[config.mk]
export PLATFORM = sky130hd
export DESIGN_NAME = wd279x_host_if
export DESIGN_NICKNAME = d
export VERILOG_FILES = /design/src/rtl/wd279x_host_if.sv
export SDC_FILE = /design/constraint.sdc
export NUM_CORES = 1
export LEC_CHECK = 0
export BUFFER_PORTS_ARGS = -buffer_cell sky130_fd_sc_hd__buf_2
export CAP_MARGIN = 20
export CORE_ASPECT_RATIO = 1.4
export CORE_UTILIZATION = 47
export CTS_BUF_LIST = sky130_fd_sc_hd__clkbuf_2 sky130_fd_sc_hd__clkbuf_4 sky130_fd_sc_hd__clkbuf_8
export CTS_CLUSTER_SIZE = 14
export DETAILED_ROUTE_END_ITERATION = 8
export HOLD_SLACK_MARGIN = 0.08
export PLACE_DENSITY = 0.8
export SYNTH_ARGS = -nofsm -noshare
export SYNTH_HDL_FRONTEND = slang
export SYNTH_SLANG_ARGS = --single-unit
export TNS_END_PERCENT = 50
[constraint.sdc]
create_clock -name clk -period 1.45 [get_ports clk]
set_clock_uncertainty 0.05 [all_clocks]
set_input_delay 0 -clock clk [delete_from_list [all_inputs] [get_ports clk]]
set_output_delay 0 -clock clk [all_outputs]
set_load 0.01 [all_outputs]
[src/rtl/wd279x_host_if.sv]
// WD279x host register interface: command/track/sector/data registers, command FSM, DRQ and status readback.
// Latency: register writes and pulses take effect one clk after the strobe; dout is combinational from addr.
// Backpressure: none; strobes are never stalled. Non-Dx command writes and track/sector writes are dropped while busy.
// Optional build macro WD279X_INVERTED_BUS_EN selects an inverted host data bus (WD2791/2795).
module wd279x_host_if (
   input  logic       clk,
   input  logic       MRn,
   input  logic [1:0] addr,
   input  logic       wr,
   input  logic       rd,
   input  logic [7:0] din,
   output logic [7:0] dout,
   output logic [7:0] command,
   output logic       command_start,
   input  logic       cmd_done,
   output logic       cmd_abort,
   input  logic [7:0] status_in,
   output logic       INTRQ_ACK,
   output logic       busy,
   output logic [7:0] track,
   output logic [7:0] sector,
   input  logic       trk_load,
   input  logic       sec_load,
   input  logic [7:0] trk_val,
   input  logic [7:0] sec_val,
   output logic [7:0] data,
   input  logic       data_load,
   input  logic [7:0] data_val,
   input  logic       drq_set,
   output logic       DRQ
);

   localparam logic [1:0] ST_IDLE  = 2'd0;
   localparam logic [1:0] ST_START = 2'd1;
   localparam logic [1:0] ST_BUSY  = 2'd2;

   logic [1:0] state;
   logic [7:0] din_i;
   logic [7:0] dout_i;
   logic       cmd_wr;
   logic       din_dx;
   logic       cmd_accept;
   logic       status_unused;

   // Bus polarity is handled only at the pins so registers and engine ports stay true-polarity.
`ifdef WD279X_INVERTED_BUS_EN
   assign din_i = ~din;
   assign dout  = ~dout_i;
`else
   assign din_i = din;
   assign dout  = dout_i;
`endif

   // Status bit 0 is replaced by the local busy flag on readback.
   assign status_unused = status_in[0];

   assign cmd_wr     = wr && (addr == 2'd0);
   assign din_dx     = (din_i[7:4] == 4'hD);
   // Force-interrupt (Dx) is always accepted; anything else only from IDLE.
   assign cmd_accept = cmd_wr && (din_dx || (state == ST_IDLE));

   // Command FSM: latch, start pulse, busy tracking and abort on a Dx arriving mid-command.
   always_ff @(posedge clk or negedge MRn) begin
      if (!MRn) begin
         state         <= ST_IDLE;
         command       <= 8'hD0;
         command_start <= 1'b0;
         cmd_abort     <= 1'b0;
         busy          <= 1'b0;
      end else begin
         command_start <= 1'b0;
         cmd_abort     <= 1'b0;
         if (cmd_accept) begin
            command       <= din_i;
            command_start <= 1'b1;
            // Dx beats a same-cycle cmd_done, so the abort still fires in BUSY.
            cmd_abort     <= (state == ST_BUSY);
            if (din_dx && (state != ST_IDLE)) begin
               state <= ST_IDLE;
               busy  <= 1'b0;
            end else begin
               state <= ST_START;
            end
         end else begin
            case (state)
               ST_IDLE: begin
               end
               ST_START: begin
                  if (command[7:4] == 4'hD) begin
                     state <= ST_IDLE;
                  end else begin
                     state <= ST_BUSY;
                     busy  <= 1'b1;
                  end
               end
               ST_BUSY: begin
                  if (cmd_done) begin
                     state <= ST_IDLE;
                     busy  <= 1'b0;
                  end
               end
               default: begin
                  state <= ST_IDLE;
                  busy  <= 1'b0;
               end
            endcase
         end
      end
   end

   // Track/sector registers: engine loads win, host writes are dropped while busy.
   always_ff @(posedge clk or negedge MRn) begin
      if (!MRn) begin
         track  <= 8'h00;
         sector <= 8'h01;
      end else begin
         if (trk_load) begin
            track <= trk_val;
         end else if (wr && (addr == 2'd1) && !busy) begin
            track <= din_i;
         end
         if (sec_load) begin
            sector <= sec_val;
         end else if (wr && (addr == 2'd2) && !busy) begin
            sector <= din_i;
         end
      end
   end

   // Data register and DRQ: any host data access clears DRQ unless the engine sets it that cycle.
   always_ff @(posedge clk or negedge MRn) begin
      if (!MRn) begin
         data <= 8'h00;
         DRQ  <= 1'b0;
      end else begin
         if (data_load) begin
            data <= data_val;
         end else if (wr && (addr == 2'd3)) begin
            data <= din_i;
         end
         if (drq_set) begin
            DRQ <= 1'b1;
         end else if ((wr || rd) && (addr == 2'd3)) begin
            DRQ <= 1'b0;
         end
      end
   end

   // Status read acknowledge pulse toward the interrupt logic.
   always_ff @(posedge clk or negedge MRn) begin
      if (!MRn) begin
         INTRQ_ACK <= 1'b0;
      end else begin
         INTRQ_ACK <= rd && (addr == 2'd0);
      end
   end

   // Readback mux, combinational from addr.
   always_comb begin
      dout_i = 8'h00;
      case (addr)
         2'd0:    dout_i = {status_in[7:1], busy};
         2'd1:    dout_i = track;
         2'd2:    dout_i = sector;
         default: dout_i = data;
      endcase
   end

endmodule
==> metrics.txt <==
first-pass GRT wire length around 12,000 um; worst hold path class primary input to flip-flop; Critical Path Start Type primary input; Final Cycle Share approximately 100%; Die Area between 4000 and 5000 um2; syn_nets between 200 and 250; Clk Latency, worst-skew pair roughly 0.30 ns; crit-path cells dlygate4sd3_1, buf_2, and4b_2, o21ai_4, mux2_2; Slew HR around 66%; Port Buf Inserts 94; Clk pin slew, worst setup/hold paths around 0.080 ns; RD Place Congestion just over 0.8; RR Startpoint busy$_DFFE_PN0P_; HPWL Detailed 3630 um; DP Worst Slack about 0.016 ns; min Tclk post-route around 1.4 ns; CTS Buf Count 5; DRC 0; Layout Cells excl Fill 358; via count 2,076; share of cells above drive strength 1 about two fifths; crit path to command[1]$_DFFE_PN0P_; vias in the first global route 2,171; Total GRT Usage ~35%; placed cells just under 300; total gr overflow 0; crit path DAT between 1.5 and 2 ns; core area roughly 3900 um2; H-tree Lvls 2; Area Overhead vs Synth 64.6%; Initial Utilization roughly half; chip width ~56 um; Yosys reg bits 39; final setup vio count 0; PwrDens slightly above 1000 nW/um2; Critical Path End Type flip-flop; final WL around 7400 um; register area 981 um2; DR pass1 iterations 4; DR iter-0 viols 82; Fillers 207; initial antenna violation count 1; final worst setup slack ~0.0039 ns; YS warnings 0; Pleak about 1.5 nW; register area share after synthesis 51.0%; Cells after Synth 156; pin count of the biggest net entering global routing 40; fmax a little under 700 MHz; Clock Root Buffer clkbuf_8; CTS Sinks 39; Avg Synthesized Cell Area 12.3 um2; Clock Path Buffers 2; routed len/inst about 21 um; Slew Viols, Final 0; Final Hold Fails 0; Critical Path Start din[4]; row cnt 27; Syn Std Cell Area 1920 um2; RSZ-0062 raised after global routing yes; Worst-Margin Slew 0.507 ns; R2R cell count 3; Post-DRT Antenna Nets 0; status complete, no violations; mean number of vias per cell about 5.8; nets@finish ~360; Setup CP Type primary input to flip-flop; TritonCTS clock tree built; footprint of the multi-input gates around 890 um2; # Max-Cap Violations 0; R2R setup slack around 0.010 ns; DIE HEIGHT approximately 78 um; distinct cell type count after synthesis 27; total I/O pin count 96; max incr delay on CP around 0.52 ns; worst path required time 1.57 ns; CP max-delay cell dlygate4sd3_1; Reg-to-Reg End track[3]$_DFFE_PN0P_; CP max FO 6; Max VDD drop ~0.00083 V
[state kept, by name, indices dropped and copies added (netlist names)]
register,flops
sector,8
track,8
cmd_abort,1
busy,1
data,8
command,8
command_start,1
INTRQ_ACK,1
state,2
DRQ,1
[synthesized netlist by cell type (all sizes together)]
library cell	number	share of area, %
and4b	2	1.0
mux4	8	9.4
mux2	4	2.3
dfstp	4	5.5
a22o	1	0.46
o22a	3	1.4
o211ai	1	0.39
o21a	1	0.39
nor3b	5	2.5
dfrtp	35	46
mux2i	24	12
nand2	26	5.1
inv	2	0.39
a31oi	1	0.33
o221a	1	0.59
buf	8	3.0
o21ai	26	7.4
nor2	1	0.19
a21o	1	0.39
and4bb	2	1.3
[worst min path at each step]
stage                   start  slack, ns                   to  cells past startpoint
floorplan                 MRn      -0.35      DRQ$_DFFE_PN0P_                      0
global placement          MRn       0.03  data[6]$_DFFE_PN0P_                      2
detailed placement        MRn       0.03  data[6]$_DFFE_PN0P_                      2
global route        data_load       0.16  data[6]$_DFFE_PN0P_                      3
finish              data_load       0.14  data[0]$_DFFE_PN0P_                      3
CTS                 data_load       0.13  data[0]$_DFFE_PN0P_                      3
[worst max-delay path, delay by kind of cell]
kind                   cells  cell delay, ns
buffers and inverters      2            0.68
muxes                      1            0.38
and+or+nand+nor            1            0.25
AOI/OAI and AO/OA          1            0.25
[cell families (layout without fill, tap and decap cells)]
kind of cell	after synthesis	in the layout	share of synthesized area [%]
AND/OR/NAND/NOR	36	36	10.1
multiplexers	36	36	24.2
other	0	1	0
AO/OA/AOI/OAI	35	35	11.3
flip-flops	39	39	51.0
buffers and inverters	10	168	3.38
[through the flow]
step | hold slack (ns) | setup TNS, ns | utilization, % | area (um2) | total power, W
after floorplan | -0.346 | 0 | - | 1920 | 0.00176
after global placement | 0.0285 | 0 | 61.9 | 2430 | 0.00209
after detailed placement | 0.0312 | 0 | 61.9 | 2430 | 0.00212
after CTS | 0.134 | 0 | 79.9 | 3130 | 0.00318
after global routing | 0.159 | -0.0498 | 80.8 | 3170 | 0.00340
final | 0.139 | 0 | 80.8 | 3170 | 0.00327
[power breakdown]
group	internal [W]	total [W]	switching [W]
logic	0.000497	0.000932	0.000435
registers	0.00125	0.00139	0.000135
clock network	0.000557	0.000954	0.000397
total	0.00230	0.00327	0.000967
[layout make-up]
| type | instances | share of cell area, % |
|---|---|---|
| multi-input cells | 107 | 28.1 |
| repair buffers | 158 | 35.2 |
| clock buffers | 6 | 2.61 |
| flip-flops and latches | 39 | 31.0 |
| inverters | 2 | 0.237 |
| diodes | 1 | 0.0791 |
| clock inverters | 2 | 1.11 |
| well taps | 43 | 1.70 |
[placed cells by master (no fill, tap or decap), types with 2 or more instances in the layout]
| cell | count |
|---|---|
| dlygate4sd3_1 | 58 |
| o22a_1 | 3 |
| buf_2 | 90 |
| nor3b_1 | 4 |
| o21ai_1 | 4 |
| dfrtp_1 | 35 |
| dfstp_2 | 4 |
| nand2_1 | 26 |
| buf_4 | 7 |
| o21ai_0 | 21 |
| mux4_2 | 8 |
| mux2i_1 | 23 |
| and4bb_4 | 2 |
| clkbuf_8 | 6 |
| mux2_2 | 3 |
| buf_6 | 2 |
[repair_timing]
action,in CTS,in global routing
pin swaps,0,3
gates cloned,0,0
setup buffers,0,1
gates resized for setup,1,11
endpoints found under the setup margin,1,20
hold buffers,58,0
endpoints found under the hold margin,75,0
[metal layers]
metal | global-route usage (%) | wire length (um) | vias up
met5 | 0 | 0 | -
met4 | 14.4 | 191 | 0
met3 | 6.83 | 442 | 17
met2 | 60.6 | 3920 | 111
met1 | 43.5 | 2830 | 1062
li1 | - | - | 886
Power figures use the tool's default switching activity.
